`src/rtl/gyro_frame_deserializer.sv`:
```
// Gyro high-speed link receiver: recovers 48-bit words from the DTX/DSYNC
// pair, buffers them in a small FIFO behind an AXI-stream master and keeps
// saturating frame/error statistics.
module gyro_frame_deserializer #(
  parameter int DPWR  = 2,
  parameter int CNT_W = 16
) (
  input  logic             txclk,
  input  logic             tx_rstn,
  input  logic             enable,
  input  logic             stat_clear,
  input  logic             dtx,
  input  logic             dsync,
  output logic [47:0]      m_tdata,
  output logic             m_tvalid,
  input  logic             m_tready,
  output logic [DPWR:0]    fill,
  output logic [CNT_W-1:0] frame_cnt,
  output logic [CNT_W-1:0] short_err_cnt,
  output logic [CNT_W-1:0] long_err_cnt,
  output logic [CNT_W-1:0] ovf_cnt
);

  typedef enum logic [1:0] {HUNT, ARMED, RECV} state_t;

  localparam int            DEPTH    = 1 << DPWR;
  localparam logic [DPWR:0] FULL_LVL = {1'b1, {DPWR{1'b0}}};
  localparam logic [5:0]    LAST_BIT = 6'd47;

  state_t      state_q, state_d;
  logic [5:0]  bit_cnt_q, bit_cnt_d;
  logic [46:0] sr_q, sr_d;

  logic        frame_done;
  logic        short_err;
  logic        long_err;
  logic [47:0] word;

  logic [47:0]   mem_q [DEPTH];
  logic [DPWR:0] wr_ptr_q, rd_ptr_q;
  logic          fifo_empty, fifo_full;
  logic          pop, push_ok, push_drop;

  logic [CNT_W-1:0] frame_cnt_q, short_err_cnt_q, long_err_cnt_q, ovf_cnt_q;

  function automatic logic [CNT_W-1:0] satInc(input logic [CNT_W-1:0] v);
    return (&v) ? v : v + 1'b1;
  endfunction

  // Receiver state, bit counter and shift register.
  always_ff @(posedge txclk or negedge tx_rstn) begin
    if (!tx_rstn) begin
      state_q   <= HUNT;
      bit_cnt_q <= '0;
      sr_q      <= '0;
    end else begin
      state_q   <= state_d;
      bit_cnt_q <= bit_cnt_d;
      sr_q      <= sr_d;
    end
  end

  // Next-state logic: hunt for a delimiter, then shift in bits until the next one.
  always_comb begin
    state_d   = state_q;
    bit_cnt_d = bit_cnt_q;
    sr_d      = sr_q;
    if (!enable) begin
      state_d   = HUNT;
      bit_cnt_d = '0;
    end else begin
      case (state_q)
        HUNT: begin
          if (dsync) state_d = ARMED;
        end
        ARMED: begin
          if (!dsync) begin
            state_d   = RECV;
            sr_d      = {sr_q[45:0], dtx};
            bit_cnt_d = 6'd1;
          end
        end
        RECV: begin
          if (!dsync) begin
            if (bit_cnt_q < LAST_BIT) begin
              sr_d      = {sr_q[45:0], dtx};
              bit_cnt_d = bit_cnt_q + 6'd1;
            end else begin
              state_d   = HUNT;
              bit_cnt_d = '0;
            end
          end else begin
            state_d   = ARMED;
            bit_cnt_d = '0;
          end
        end
        default: begin
          state_d   = HUNT;
          bit_cnt_d = '0;
        end
      endcase
    end
  end

  // Frame outcome strobes: a delimiter or an over-long run while receiving.
  always_comb begin
    frame_done = 1'b0;
    short_err  = 1'b0;
    long_err   = 1'b0;
    word       = {sr_q, dtx};
    if (enable && state_q == RECV) begin
      if (dsync) begin
        if (bit_cnt_q == LAST_BIT) frame_done = 1'b1;
        else                       short_err  = 1'b1;
      end else if (bit_cnt_q == LAST_BIT) begin
        long_err = 1'b1;
      end
    end
  end

  assign fifo_empty = (wr_ptr_q == rd_ptr_q);
  assign fifo_full  = (fill == FULL_LVL);
  assign pop        = !fifo_empty && m_tready;
  assign push_ok    = frame_done && (!fifo_full || pop);
  assign push_drop  = frame_done && fifo_full && !pop;

  // FIFO pointers; a push into a full FIFO is only taken when a pop frees a slot.
  always_ff @(posedge txclk or negedge tx_rstn) begin
    if (!tx_rstn) begin
      wr_ptr_q <= '0;
      rd_ptr_q <= '0;
    end else begin
      if (push_ok) wr_ptr_q <= wr_ptr_q + 1'b1;
      if (pop)     rd_ptr_q <= rd_ptr_q + 1'b1;
    end
  end

  // FIFO storage; contents are only visible through the valid-gated head.
  always_ff @(posedge txclk) begin
    if (push_ok) mem_q[wr_ptr_q[DPWR-1:0]] <= word;
  end

  assign fill     = wr_ptr_q - rd_ptr_q;
  assign m_tvalid = !fifo_empty;
  assign m_tdata  = m_tvalid ? mem_q[rd_ptr_q[DPWR-1:0]] : 48'h0;

  // Saturating statistics; a clear beats any same-cycle increment.
  always_ff @(posedge txclk or negedge tx_rstn) begin
    if (!tx_rstn) begin
      frame_cnt_q     <= '0;
      short_err_cnt_q <= '0;
      long_err_cnt_q  <= '0;
      ovf_cnt_q       <= '0;
    end else if (stat_clear) begin
      frame_cnt_q     <= '0;
      short_err_cnt_q <= '0;
      long_err_cnt_q  <= '0;
      ovf_cnt_q       <= '0;
    end else begin
      if (push_ok)   frame_cnt_q     <= satInc(frame_cnt_q);
      if (short_err) short_err_cnt_q <= satInc(short_err_cnt_q);
      if (long_err)  long_err_cnt_q  <= satInc(long_err_cnt_q);
      if (push_drop) ovf_cnt_q       <= satInc(ovf_cnt_q);
    end
  end

  assign frame_cnt     = frame_cnt_q;
  assign short_err_cnt = short_err_cnt_q;
  assign long_err_cnt  = long_err_cnt_q;
  assign ovf_cnt       = ovf_cnt_q;

endmodule

```
`config.mk`:
```
export PLATFORM = sky130hd
export DESIGN_NAME = gyro_frame_deserializer
export DESIGN_NICKNAME = d
export VERILOG_FILES = /design/src/rtl/gyro_frame_deserializer.sv
export SDC_FILE = /design/constraint.sdc
export NUM_CORES = 1
export LEC_CHECK = 0
export ABC_AREA = 1
export CORE_MARGIN = 2
export CORE_UTILIZATION = 58
export DETAILED_ROUTE_END_ITERATION = 10
export PLACE_DENSITY = 0.8
export SLEW_MARGIN = 30
export SYNTH_ARGS = -nofsm -noshare
export SYNTH_HDL_FRONTEND = slang
export SYNTH_SLANG_ARGS = --single-unit
```
`constraint.sdc`:
```
create_clock -name txclk -period 4.85 [get_ports txclk]
set_clock_uncertainty 0.15 [all_clocks]
set_input_delay 0.485 -clock txclk [delete_from_list [all_inputs] [get_ports txclk]]
set_output_delay 0.485 -clock txclk [all_outputs]
set_load 0.03 [all_outputs]
```
; After elaboration in Yosys (flattened, before gate mapping)
; Memories as Yosys holds them, arrays and structs flattened.
; Index checks and enable logic that the tools add are counted.
[classes]
n_addsub = 8
multipliers = 0
n_div = 0
magnitude_cmp = 1
n_eq_ne = 16
shifts = 0
n_mux = 38
bitwise_logic = 0
n_reduce_logical = 26
[ops]
columns = cell, count
row1 = $mux 16, 12
row2 = $mux 47, 3
row3 = $pmux 47 s2, 1
row4 = $add 16x1->16 const B, 4
row5 = $reduce_and 16->1, 4
row6 = $mux 48, 1
row7 = $mux 6, 4
row8 = $pmux 6 s3, 1
row9 = $ne 2x2->1 const B, 8
row10 = $mux 1, 10
row11 = $mux 2, 5
row12 = $reduce_and 2->1, 5
row13 = $reduce_bool 2->1, 5
row14 = $add 3x1->3 const B, 2
row15 = $add 6x1->6 const B, 1
row16 = $eq 6x6->1 const B, 1
row17 = $lt 6x6->1 const B, 1
row18 = $ne 3x3->1 const B, 2
row19 = $pmux 2 s3, 1
row20 = $logic_and 1x1->1, 5
row21 = $reduce_and 5->1, 1
row22 = $ne 4x4->1 const B, 1
row23 = $eq 3x3->1, 1
row24 = $eq 3x3->1 const B, 1
row25 = other kinds (7), 9
[totals]
reg_bits = 125
latchBits = 0
mem_bits_rw = 192
romBits = 0
mem_count = 1
[memory_table]
columns = name, words, width, rd, rd_clocked_by_memory_dff, wr, line_no
row1 = mem_q, 4, 48, 1, 0, 1, 39  ; logic [47:0] mem_q [DEPTH];

; Longest topological paths before layout
[depth]
depth_word = 8
mapped_depth = 13
mapped_depth_nobuf = 11

; Worst setup path before layout
; OpenSTA, ideal clock, no wires.
[synth_path]
kind = register -> register
startpoint = register rd_ptr_q[1]
endpoint = memory mem_q[3][0], enable pin
setup_ps = 455
t_arrival_ps = 3734
path_slack_ps = 511
stages_incl_launch_ff = 11
n_path_buf = 1
period_less_slack_ps = 4339
cell_sequence = dfrtp_1 > inv_2 > clkbuf_1 > ha_1 > nand2_1 > inv_1 > nand2_2 > nand2_2 > nand3_4 > nand2_2 > nor2_1
[synth_between]
elab_chain_len = 7
word_cells_on_any_way = 10
[synth_rtl]
columns = element, line_no
row1 = "start, declared", 40  ; logic [DPWR:0] wr_ptr_q, rd_ptr_q;
row2 = "start signal, assigned", 134  ; if (pop) rd_ptr_q <= rd_ptr_q + 1'b1;
row3 = $eq 3x3->1, 121  ; assign fifo_empty = (wr_ptr_q == rd_ptr_q);
row4 = $logic_not 1->1, -
row5 = named net m_tvalid, 15  ; output logic m_tvalid,
row6 = $logic_and 1x1->1, 123  ; assign pop = !fifo_empty && m_tready;
row7 = $logic_or 1x1->1, 124  ; assign push_ok = frame_done && (!fifo_full || pop);
row8 = $logic_and 1x1->1, 124
row9 = $mux 1, 140  ; if (push_ok) mem_q[wr_ptr_q[DPWR-1:0]] <= word;
row10 = $mux 1 (not written as such), 140
row11 = "end, declared", 39
; The timed path passes the listed nets, and every way through them passes these cells.

; Final worst setup path
[layout_path]
startpoint = register wr_ptr_q[0]
endpoint = output port m_tdata[45]
[layout_between]
elab_chain_len = 2
[layout_rtl]
columns = element, line_no
row1 = "start, declared", 40
row2 = "start signal, assigned", 133  ; if (push_ok) wr_ptr_q <= wr_ptr_q + 1'b1;
row3 = $eq 3x3->1, 121
row4 = $mux 48, 145  ; assign m_tdata = m_tvalid ? mem_q[rd_ptr_q[DPWR-1:0]] : 48'h0;
row5 = "end, declared", 14  ; output logic [47:0] m_tdata,
; Every way passes these cells.

==> flow_metrics.tcl <==
set metrics [dict create \
    dp_hpwl_um 19600 \
    status "completed" \
    finalSetupTns_ps 0 \
    gp_congestion 0.937 \
    setup_viol 0 \
    wire_per_inst_um 16.3 \
    grt_pass1_wl_um 52700 \
    ys_warn_count 0 \
    maxCapViolCount 0 \
    ys_ff_latch 317 \
    crit_type "reg2out" \
    core_sq_um 24300 \
    ant_nets 0 \
    clockBufferDepth 3 \
    fin_crit_sh 0.789 \
    mappedNetlistNets 1532 \
    syn_to_final_growth_pct 17.8 \
    io_pins 123 \
    cp-end-kind "output pin" \
    tightest_slew_ps 886 \
    use_met1 0.345 \
    die_area_sq_um 26100 \
    cts_root_buf "clkbuf_16" \
    syn_area_sq_um 14400 \
    cpMostUsedCell "inv_1" \
    clock_latency_ps 520 \
    num_rows 57 \
    synth_compound_area_frac 0.0717 \
    wl_um 32100 \
    slowest_delay_ps 640 \
    power_mw 8.53 \
    crit_path_cell_trace "inv_1 -> ha_1 -> nand2_1 -> inv_1 -> nand2_2 -> inv_1 -> buf_4 -> a21oi_1 -> clkdlybuf4s50_1" \
    drc 0 \
    drive_gt1_frac 0.0656 \
    die_y_um 162 \
    pwr-share-clk 0.291 \
    met3_usage 0.0442 \
    seq_area_frac_synth 0.617 \
    p_seq_frac 0.372 \
    synth_edf_count 192 \
    avgSynthCellArea_sq_um 9.55 \
    finalCriticalPeriod_ps 3830 \
    ir_drop_v 0.000424 \
    syn_inst 1508 \
    portBuffers 122 \
    fmax_ghz 0.261 \
    p_comb_frac 0.337 \
    clkTransAtPathRegs_ps 60 \
    rsz0062_at_grt "false" \
    cts_sinks 317 \
    yosys.area.top_type "edfxtp_1" \
    yosys.area_share.xor_xnor 0.0219 \
    cts_made_buffers 35 \
    antenna_found_initial 2 \
    synth.mux.area_fraction 0 \
    cp_max_fo 21 \
    grt_max_degree 97 \
    power.density_nw_per_um2 502 \
    nets 1643 \
    yosys.area_share.simple 0.229 \
    grt_pass1_vias 10600 \
    drt-pass1-iter-count 5 \
    switching_power_mw 3.08 \
    die_w_um 162 \
    routed_via_density 5.48 \
    worstPathArrival_ps 3190 \
    tritoncts "built" \
    required_ps 4220 \
    yosys-top-cells-count "319 x nand2_1, 282 x nor2_1, 192 x edfxtp_1" \
    grt-busiest-layer "met2" \
    synth.most_common_cell "nand2_1" \
    met2_usage 0.410 \
    synth_top_family_by_area "simple AND/OR/NAND/NOR gates" \
    synthTopCellsByArea "edfxtp_1 40%, dfrtp_1 22%, nand2_1 8.3%" \
    grt_overflow_total 0 \
    async_reset_ff_frac 0.394 \
    p_leak_nw 6.85 \
    synth_top_area_frac 0.400 \
    slew_violations 0 \
    ys_types 35 \
    htreeDepth 2 \
    hold_path.class "reg2reg" \
    track_usage 0.250 \
    start_util 0.592 \
    max_slew_margin 0.409 \
    cts.repair.resized 0 \
    p_sw_frac 0.361 \
    synth_ff_type "edfxtp_1" \
    synthAdderAreaFrac 0.0153 \
    hold_viol 0 \
    vias 10800 \
    critPathLaunchType "flip-flop" \
    p_int_mw 5.45 \
    crit_slowest_cell "inv_1" \
    drtIter0Drc 882 \
]
[layout by cell type, fill, tap and decap left out, types with 5 or more instances in the layout]
cell type,count
nand2_1,319
nor2_1,278
edfxtp_1,192
nand3_1,132
o21ai_0,128
dfrtp_1,123
clkdlybuf4s50_1,121
inv_1,75
a21oi_1,54
clkbuf_16,35
xor2_1,27
nand4_1,20
buf_4,20
ha_1,16
nor3_1,9
xnor2_1,9
clkinv_1,8
inv_2,7
o21bai_1,7
nand2_2,7
clkinv_2,7
clkbuf_1,7
nor2_4,5
o21ai_1,5
[stage by stage]
stage	instances	hold WS [ps]	utilization	worst slack [ps]	cell area [sq um]
6_report	1971	375	0.698	1020	17000
3_3_place_gp	1905	339	0.653	1500	15900
5_1_grt	1970	397	0.698	849	17000
3_5_place_dp	1905	357	0.653	1360	15900
2_1_floorplan	1508	39.4	-	511	14400
4_1_cts	1970	372	0.698	1020	17000
[logic make-up (layout without fill, tap and decap cells)]
| group | Yosys count | in the layout |
|---|---|---|
| other cells | 0 | 1 |
| simple gates | 787 | 787 |
| xor+xnor | 36 | 36 |
| compound gates | 200 | 200 |
| flops | 317 | 317 |
| buf+inv | 151 | 289 |
| fa+ha+maj | 17 | 17 |
[layer usage]
metal	up-vias	part of all wire
met5	-	0.00040
met4	2	0.020
met3	66	0.070
met2	327	0.47
met1	5151	0.43
li1	5263	-
[flip-flops by register name, indices dropped and copies added (netlist names)]
name,flops
bit_cnt_q,6
frame_cnt,16
long_err_cnt,16
mem_q,192
ovf_cnt,16
rd_ptr_q,3
short_err_cnt,16
sr_q,47
state_q,2
wr_ptr_q,3
[layout make-up]
type,instances,area (sq um)
inverters,82,308
diodes,1,2.50
multi-input cells,1040,4910
clock inverters,22,168
clock buffers,42,902
repair buffers,143,1380
flip-flops and latches,317,8900
fillers,1792,7340
well taps,324,405
[worst max-delay path: cells and delay by family (launching register included)]
| kind | cells | cell delay (ps) |
|---|---|---|
| DFF | 1 | 370 |
| and+or+nand+nor | 2 | 130 |
| AOI/OAI and AO/OA | 1 | 70 |
| buffers and inverters | 5 | 1750 |
| adders and majority gates | 1 | 340 |
[final timing paths]
path / start / end / slack [ps] / cells after the start
min in group asynchronous: tx_rstn / long_err_cnt[1] / 440 / 2
max in group asynchronous: tx_rstn / sr_q[32] / 3090 / 3
setup / recovery: wr_ptr_q[0] / m_tdata[45] / 1020 / 9
hold reg to reg: sr_q[45] / mem_q[1][46] / 380 / 0
hold / removal: sr_q[45] / mem_q[1][46] / 380 / 0
setup reg to reg: rd_ptr_q[1] / mem_q[3][4] / 1400 / 8
[power groups by stage]
stage | Sequential (mW) | Combinational, mW | Clock (mW)
2_1_floorplan | 3.19 | 1.83 | 0
3_3_place_gp | 3.21 | 2.80 | 0
3_5_place_dp | 3.22 | 2.85 | 0
4_1_cts | 3.17 | 2.87 | 2.51
5_1_grt | 3.19 | 3.11 | 2.63
6_report | 3.17 | 2.87 | 2.48
[timing repair]
item	4_1_cts	5_1_grt
hold buffers	1	0
endpoints found under the hold margin	58	0
setup buffers	0	0
Power figures use the tool's default switching activity.
